### src/rtl/b3_pkg.sv
// Shared constants for the Block3 binary window receiver.
//   B3_CH        binary channels per input vector
//   B3_K         window taps (kernel length, odd)
//   B3_FRAME_LEN input vectors per frame
//   B3_CNT_W     counter width, 2**B3_CNT_W must exceed B3_FRAME_LEN + (B3_K-1)/2
//   ST_IDLE..ST_DONE  3-bit FSM encoding of the receiver
package b3_pkg;

  localparam int B3_CH        = 16;
  localparam int B3_K         = 7;
  localparam int B3_FRAME_LEN = 320;
  localparam int B3_CNT_W     = 9;

  localparam logic [2:0] ST_IDLE = 3'd0;
  localparam logic [2:0] ST_FILL = 3'd1;
  localparam logic [2:0] ST_RUN  = 3'd2;
  localparam logic [2:0] ST_TAIL = 3'd3;
  localparam logic [2:0] ST_DONE = 3'd4;

endpackage

### src/rtl/bin_shift_window.sv
// CH-wide, K-deep shift register holding the sliding window.
// Tap t lives at [t*CH +: CH]; tap 0 is the oldest, tap K-1 the newest.
// Ports:
//   clk, rst     clock, asynchronous active-high reset
//   clr          clear all taps to zero (has priority over shift)
//   shift_en     shift one vector in at tap K-1, taps move toward 0
//   zero_ld      when shifting, insert an all-zero vector instead of din
//   din          vector to shift in
//   win_shifted  combinational view of the window as it will be after a shift
module bin_shift_window #(
  parameter int CH = 16,
  parameter int K  = 7
) (
  input  logic              clk,
  input  logic              rst,
  input  logic              clr,
  input  logic              shift_en,
  input  logic              zero_ld,
  input  logic [CH-1:0]     din,
  output logic [CH*K-1:0]   win_shifted
);

  logic [CH*K-1:0] win_q;
  logic [CH-1:0]   shift_in;

  assign shift_in    = zero_ld ? '0 : din;
  // Drop tap 0, move every tap down by one, newest vector lands at the top.
  assign win_shifted = {shift_in, win_q[CH*K-1:CH]};

  always_ff @(posedge clk or posedge rst) begin
    if (rst) begin
      win_q <= '0;
    end else if (clr) begin
      win_q <= '0;
    end else if (shift_en) begin
      win_q <= win_shifted;
    end
  end

endmodule

### src/rtl/b3_binary_window_rx.sv
// Receiving end of the Block2 binary stream. Collects CH-bit vectors into a
// K-tap sliding window and emits one CH*K-bit window per strobe towards the
// Block3 XNOR/popcount array. Frames are opened by frame_start and span
// FRAME_LEN input vectors.
//
// Build option B3_SAME_PAD_EN: "same" padding. The window starts with
// (K-1)/2 zero taps already in place and a TAIL phase shifts in (K-1)/2 zero
// vectors after the last input, giving FRAME_LEN windows per frame. Without
// it the design is a "valid" convolution front end: FRAME_LEN-K+1 windows.
//
// Ports:
//   clk, rst      clock, asynchronous active-high reset
//   frame_start   1-cycle pulse, (re)opens a frame from any state
//   bin_in        binary vector, bit c = channel c
//   bin_in_val    bin_in valid
//   win_out       window, tap t at [t*CH +: CH], t=0 oldest
//   win_val       win_out/win_idx valid for one cycle
//   win_idx       window index inside the frame, from 0
//   frame_done    1-cycle pulse the cycle after the last window of a frame
//   err_unexp     1-cycle pulse: bin_in_val arrived outside FILL/RUN
//   dbg_state     current FSM state (ST_* encoding)
//
// Handshake: there is no ready. A vector is taken on every rising edge where
// bin_in_val is high in FILL/RUN and frame_start is low; win_val is high for
// exactly one cycle per window, the cycle after the edge that produced it,
// and the consumer must take every window.
module b3_binary_window_rx
  import b3_pkg::*;
#(
  parameter int CH        = B3_CH,
  parameter int K         = B3_K,
  parameter int FRAME_LEN = B3_FRAME_LEN,
  parameter int CNT_W     = B3_CNT_W
) (
  input  logic               clk,
  input  logic               rst,
  input  logic               frame_start,
  input  logic [CH-1:0]      bin_in,
  input  logic               bin_in_val,
  output logic [CH*K-1:0]    win_out,
  output logic               win_val,
  output logic [CNT_W-1:0]   win_idx,
  output logic               frame_done,
  output logic               err_unexp,
  output logic [2:0]         dbg_state
);

`ifdef B3_SAME_PAD_EN
  localparam int         PAD    = (K - 1) / 2;
  localparam logic [2:0] END_ST = ST_TAIL;
  // in_cnt keeps counting through the zero injections of TAIL.
  localparam logic [CNT_W-1:0] TAIL_LAST = CNT_W'(FRAME_LEN + PAD - 1);
`else
  localparam int         PAD    = 0;
  localparam logic [2:0] END_ST = ST_DONE;
`endif

  // Preloaded zero taps mean only K-PAD real samples complete the first window.
  localparam logic [CNT_W-1:0] FILL_LAST = CNT_W'(K - PAD - 1);
  localparam logic [CNT_W-1:0] LAST_IN   = CNT_W'(FRAME_LEN - 1);

  logic [2:0]        state, state_nxt;
  logic [CNT_W-1:0]  in_cnt;
  logic [CNT_W-1:0]  win_cnt;
  logic [CH*K-1:0]   win_shifted;

  logic win_clr, win_shift, win_zero;
  logic emit, cnt_inc, cnt_clr, err_nxt, done_nxt;

  // The preloaded zero taps of the padded build are simply the cleared
  // window: clearing on frame_start gives both variants the right start.
  bin_shift_window #(
    .CH (CH),
    .K  (K)
  ) u_win (
    .clk         (clk),
    .rst         (rst),
    .clr         (win_clr),
    .shift_en    (win_shift),
    .zero_ld     (win_zero),
    .din         (bin_in),
    .win_shifted (win_shifted)
  );

  always_comb begin
    state_nxt = state;
    win_clr   = 1'b0;
    win_shift = 1'b0;
    win_zero  = 1'b0;
    emit      = 1'b0;
    cnt_inc   = 1'b0;
    cnt_clr   = 1'b0;
    err_nxt   = 1'b0;
    done_nxt  = 1'b0;
    if (frame_start) begin
      // Restart wins over everything, including a sample in the same cycle.
      state_nxt = ST_FILL;
      win_clr   = 1'b1;
      cnt_clr   = 1'b1;
    end else begin
      case (state)
        ST_IDLE: begin
          err_nxt = bin_in_val;
        end
        ST_FILL: begin
          if (bin_in_val) begin
            win_shift = 1'b1;
            cnt_inc   = 1'b1;
            if (in_cnt == FILL_LAST) begin
              emit      = 1'b1;
              state_nxt = (in_cnt == LAST_IN) ? END_ST : ST_RUN;
            end
          end
        end
        ST_RUN: begin
          if (bin_in_val) begin
            win_shift = 1'b1;
            cnt_inc   = 1'b1;
            emit      = 1'b1;
            if (in_cnt == LAST_IN) begin
              state_nxt = END_ST;
            end
          end
        end
`ifdef B3_SAME_PAD_EN
        ST_TAIL: begin
          err_nxt   = bin_in_val;
          win_shift = 1'b1;
          win_zero  = 1'b1;
          emit      = 1'b1;
          cnt_inc   = 1'b1;
          if (in_cnt == TAIL_LAST) begin
            state_nxt = ST_DONE;
          end
        end
`endif
        ST_DONE: begin
          err_nxt   = bin_in_val;
          done_nxt  = 1'b1;
          state_nxt = ST_IDLE;
        end
        default: begin
          state_nxt = ST_IDLE;
        end
      endcase
    end
  end

  always_ff @(posedge clk or posedge rst) begin
    if (rst) begin
      state      <= ST_IDLE;
      in_cnt     <= '0;
      win_cnt    <= '0;
      win_out    <= '0;
      win_val    <= 1'b0;
      win_idx    <= '0;
      frame_done <= 1'b0;
      err_unexp  <= 1'b0;
    end else begin
      state      <= state_nxt;
      win_val    <= emit;
      frame_done <= done_nxt;
      err_unexp  <= err_nxt;
      if (cnt_clr) begin
        in_cnt  <= '0;
        win_cnt <= '0;
        win_idx <= '0;
        win_out <= '0;
      end else begin
        if (cnt_inc) begin
          in_cnt <= in_cnt + CNT_W'(1);
        end
        if (emit) begin
          win_out <= win_shifted;
          win_idx <= win_cnt;
          win_cnt <= win_cnt + CNT_W'(1);
        end
      end
    end
  end

  assign dbg_state = state;

endmodule

### config.mk
export PLATFORM = sky130hd
export DESIGN_NAME = b3_binary_window_rx
export DESIGN_NICKNAME = d
export VERILOG_FILES = /design/src/rtl/b3_pkg.sv /design/src/rtl/bin_shift_window.sv /design/src/rtl/b3_binary_window_rx.sv
export SDC_FILE = /design/constraint.sdc
export NUM_CORES = 1
export LEC_CHECK = 0
export ABC_AREA = 1
export BUFFER_PORTS_ARGS = -buffer_cell sky130_fd_sc_hd__buf_2
export CAP_MARGIN = 20
export CORE_MARGIN = 1
export CORE_UTILIZATION = 45
export CTS_CLUSTER_SIZE = 14
export DETAILED_ROUTE_END_ITERATION = 6
export PLACE_DENSITY = 0.7
export SLEW_MARGIN = 25
export SYNTH_ARGS = -nofsm -noshare
export SYNTH_HDL_FRONTEND = slang
export SYNTH_SLANG_ARGS = --single-unit
### constraint.sdc
create_clock -name clk -period 8.49 [get_ports clk]
set_clock_uncertainty 0.05 [all_clocks]
set_input_delay 0.4245 -clock clk [delete_from_list [all_inputs] [get_ports clk]]
set_output_delay 0.4245 -clock clk [all_outputs]
set_load 0.02 [all_outputs]
Yosys cells after proc, flatten, opt, wreduce, memory -nomap -nowiden:

Cells that the tools add are included.
W data, S select, Z words.

* bitwise operators: 0
* multiply operators: 0
* magnitude comparators: 0
* shift operators: 0
* add/sub/neg operators: 2
* eq/ne operators: 10
* reductions and logical operators: 6
* div/mod/pow operators: 0
* mux-type cells: 29

Operators by type and width (count)
* $mux W112: 4
* $mux W9: 6
* $add A9 B1 Y9 const B: 2
* $mux W3: 6
* $ne A3 B3 Y1 const B: 4
* $mux W1: 11
* $eq A9 B3 Y1 const B: 1
* $eq A9 B9 Y1 const B: 1
* $pmux W3 S3: 1
* $reduce_and A5 Y1: 1
* $reduce_bool A2 Y1: 2
* $reduce_or A2 Y1: 2
* $eq A3 B1 Y1 const B: 1
* $eq A3 B2 Y1 const B: 1
* $eq A3 B3 Y1 const B: 1
* $logic_not A3 Y1: 1
* $ne A2 B2 Y1 const B: 1
* $pmux W1 S2: 1

* memories: 0
* ROM bits: 0
* output and inout bits: 127
* register bits: 257
* bits in latches: 0
* bits of input ports: 20
* logic and storage cells: 56
* RAM bits: 0

Longest topological paths before layout:

* word-level depth: 7
* gate-level depth with buffers: 11
* depth with buffers taken out: 10

Cells and area by module:

Synthesis repeated with hierarchy kept, for this count alone.

* cell total of the unflattened synthesis: 1138
* area, all modules: 9923.3 um^2

Modules (own cells, without submodules)
* b3_binary_window_rx: times used 1, seq. area each 3628.5 um^2, area each 6157.2 um^2, cells an instance 696
* bin_shift_window: times used 1, seq. area each 2402.3 um^2, area each 3766.1 um^2, cells an instance 442

Worst setup path after synthesis:

No wires, ideal clock.

* kind: register -> register
* from: reg in_cnt[0]
* to: reg win_out[105]
* setup slack: 6815 ps
* cell stages (with the launch flop): 12
* period minus slack after synthesis: 1675 ps
* library setup time: 118 ps
* data required time: 8322 ps
* arrival: 1507 ps
* buffers on the path: 2
* path through: dfrtp_1 -> inv_1 -> ha_1 -> nand2_1 -> nor2_1 -> nand2_1 -> nand2_2 -> nand2_2 -> buf_6 -> buf_6 -> nand3_1 -> nand2_1

* cells in the longest elaborated chain, start to end: 6

Ends and longest elaborated chain
* start, declared: RTL line b3_binary_window_rx.sv:63 `logic [CNT_W-1:0] in_cnt;`
* start signal, assigned: RTL line b3_binary_window_rx.sv:171 `in_cnt <= in_cnt + CNT_W'(1);`
* $eq A9 B3 Y1: RTL line b3_binary_window_rx.sv:109 `if (in_cnt == FILL_LAST) begin`
* $mux W1: RTL line b3_binary_window_rx.sv:109
* $mux W1: RTL line b3_binary_window_rx.sv:106 `if (bin_in_val) begin`
* $pmux W1 S2: RTL line b3_binary_window_rx.sv:101 `case (state)`
* $mux W1: RTL line b3_binary_window_rx.sv:95 `if (frame_start) begin`
* $reduce_bool A2 Y1 (no source line)
* end signal, assigned: RTL line b3_binary_window_rx.sv:174 `win_out <= win_shifted;`
* end, declared: RTL line b3_binary_window_rx.sv:40 `output logic [CH*K-1:0] win_out,`

No other way between the ends.
A chain may end at the register's enable or synchronous reset.

Final worst setup path:

* from: in frame_start
* to: reg win_idx[7]

* cells in the longest elaborated chain, start to end: 2
* elaborated cells between the ends (all ways): 4
* classes of those cells: mux (3); reduce/logical (1)

Ends and longest elaborated chain
* start, declared: RTL line b3_binary_window_rx.sv:37 `input logic frame_start,`
* $mux W1: RTL line b3_binary_window_rx.sv:95
* $mux W9 or $reduce_bool A2 Y1 (tied branches)
* end signal, assigned: RTL line b3_binary_window_rx.sv:175 `win_idx <= win_cnt;`
* end, declared: RTL line b3_binary_window_rx.sv:42 `output logic [CNT_W-1:0] win_idx,`

Several ways; a longest one is shown, not always the timed one.

==> impl_results.md <==
- Outcome: finished clean
- Routed length per instance: 17.5 um
- Crit path max fanout: 83
- Residual DRC count: 0
- Seq/Total Area, Yosys: 60.8%
- Cts hold-fix bufs: 0
- Synthesis Warnings: 0
- Port Buffers: 146
- DR pass1 iterations: 6
- Post-CTS Repair Setup Buffers: 0
- Synthesized area per cell: 9.32 um^2
- First-pass GRT wire length: 40.5 mm
- Distinct cells, synth: 25
- Place WS: 4.26 ns
- Mapped cell area: 9920 um^2
- Worst skew pair latency: 0.52 ns
- # nets final: 1190
- Critical path class: input pin to flip-flop
- Max-cap violation count: 0
- Total track usage: 22.7%
- Setup crit start kind: input pin
- Post-route setup slack: 4.73 ns
- Final period util: 44.3%
- Worst EP arrival: 4.16 ns
- Via count: 7896
- Share of post-route cells with drive strength above 1: 17.8%
- Setup TNS: 0 ns
- GP Congestion: 0.802
- Clock transition at path regs: 0.06 ns
- Die Ht: 150 um
- Finished Cell Area: 11500 um^2
- IO Pins: 147
- Relative slew slack: 36.2%
- Placed cell areas: 10600 um^2
- Htree depth: 1
- #FFs+latches synth: 241
- Setup violators final: 0
- Fin. Hold Viols: 0
- Die W: 150 um
- Clock Sinks: 241
- Ant. Diodes: 0
- Starting Density: 46.6%
- Via density: 5.42
- Synth Net Count: 1087
- Clock buffer depth: 3
- Unrepaired setup endpoints after global routing: false
- Tightest Hold Check Type: input pin to asynchronous set/reset pin
- Vias in the first global route: 7411
- Cells after synthesis: 1064
- Post-layout min period: 3.76 ns
- CP endpoint kind: flip-flop
- Grt total ovfl: 0
- Fmax: 0.266 GHz
- Slew Viols, Final: 0
- Worst hold slack: 0.0198 ns
- DPL Wire Length: 15.8 mm
- Area Growth Syn to Fin: 15.7%
- CTS resizes: 0
- Die area: 22600 um^2
- Antenna-violating nets left: 0
- Core Util, Final: 53.9%
- Core footprint: 21300 um^2
- Row count: 53
- VDD IR max: 122 uV
- Initial antenna violation count: 0
- # fillers: 1960
- Power Density: 205 nW/um^2
- Drt initial violations: 709
- CTS tree: done
- P_leak: 6.19 nW
- WL final: 25.5 mm
- Tightest Pin Transition: 0.957 ns
- Num CTS Buffers: 26
- CP required: 8.90 ns
- Root Driver: clkbuf_16
- Largest net degree at the start of global routing: 119
[cell type report]
type / count / area (um^2) / area share, %
Sequential cell: 241 / 6030 / 52.6
Clock inverter: 6 / 55.1 / 0.480
Tap cell: 275 / 344 / 3.00
Multi-Input combinational cell: 640 / 3080 / 26.9
Clock buffer: 38 / 767 / 6.69
Inverter: 105 / 407 / 3.55
Timing Repair Buffer: 153 / 783 / 6.83
[worst max-delay path, stage by stage]
cell,delay (ns)
buf_2,0.20
inv_4,0.61
nand3_4,0.88
inv_4,0.82
buf_4,0.76
nand3_1,0.21
nand2_1,0.12
[Yosys cell counts]
| library cell | n | area share [%] |
|---|---|---|
| o21ai_1 | 33 | 1.7 |
| nand2_2 | 4 | 0.25 |
| buf_2 | 28 | 1.4 |
| a21oi_4 | 1 | 0.16 |
| xor2_1 | 5 | 0.44 |
| ha_1 | 3 | 0.38 |
| nor3_1 | 4 | 0.20 |
| dfrtp_1 | 241 | 61 |
| nand3_4 | 1 | 0.18 |
| clkbuf_1 | 22 | 0.83 |
| inv_1 | 96 | 3.6 |
| nand4_1 | 6 | 0.38 |
| buf_1 | 12 | 0.45 |
| nand3_2 | 1 | 0.10 |
| o22ai_1 | 63 | 4.0 |
| nor2_1 | 21 | 0.79 |
| o21ai_0 | 7 | 0.35 |
| a21oi_1 | 2 | 0.10 |
| inv_2 | 9 | 0.34 |
| nand2_1 | 219 | 8.3 |
| nor2_2 | 1 | 0.063 |
| nand3_1 | 267 | 13 |
| o21bai_1 | 2 | 0.15 |
| buf_6 | 9 | 1.0 |
| buf_4 | 7 | 0.53 |
[cells by family after synthesis]
group	share of synthesized area (%)
flops	60.8
simple gates	23.7
fa+ha+maj	0.379
compound gates	6.41
buf+inv	8.23
xor+xnor	0.442
[state kept, by name, indices dropped and copies added (netlist names)]
signal,flops
win_out,112
u_win.win_q,96
in_cnt,9
win_cnt,9
win_idx,9
dbg_state,3
err_unexp,1
frame_done,1
win_val,1
[power breakdown]
| group | switching (W) | leakage, nW | internal, W |
|---|---|---|---|
| clock | 0.000439 | 0.409 | 0.000650 |
| combinational | 0.0000784 | 2.43 | 0.0000149 |
| sequential | 0.00000714 | 3.35 | 0.00116 |
[through the flow]
step	power [W]	std cells
detailed placement	0.00128	1414
global route	0.00243	1458
CTS	0.00237	1458
global placement	0.00128	1414
floorplan	0.00125	1064
finish	0.00235	1458
[layer usage]
layer	GRT usage [%]	vias to the layer above	wire, um
li1	-	3718	-
met1	34.1	3880	11700
met2	33.8	265	11600
met3	4.18	33	1760
met4	5.76	0	408
met5	0	-	0
[worst paths after layout]
| kind | cells past startpoint | startpoint | slack [ns] | to |
|---|---|---|---|---|
| worst max-delay path | 7 | frame_start | 4.73 | win_idx[7]$_DFFE_PP0P_ |
| worst min-delay path | 2 | rst | 0.02 | win_out[90]$_DFFE_PP0P_ |
| worst max register to register | 8 | dbg_state[0]$_DFFE_PP0P_ | 4.81 | win_idx[7]$_DFFE_PP0P_ |
| worst min register to register | 2 | win_out[25]$_DFFE_PP0P_ | 0.44 | win_out[25]$_DFFE_PP0P_ |
| max in group asynchronous | 3 | rst | 6.90 | u_win.win_q[106]$_DFFE_PP0P_ |
| min in group clk | 3 | bin_in[2] | 0.11 | u_win.win_q[98]$_DFFE_PP0P_ |
[placed cells by master (no fill, tap or decap), drive strengths merged]
cell      n
a21oi     3
buf     153
bufinv    1
clkbuf   38
clkinv    5
dfrtp   241
ha        3
inv     105
nand2   223
nand3   269
nand4     6
nor2     22
nor3      4
o21ai    40
o21bai    2
o22ai    63
xor2      5
Note: power is estimated with default switching activity, not from simulation.
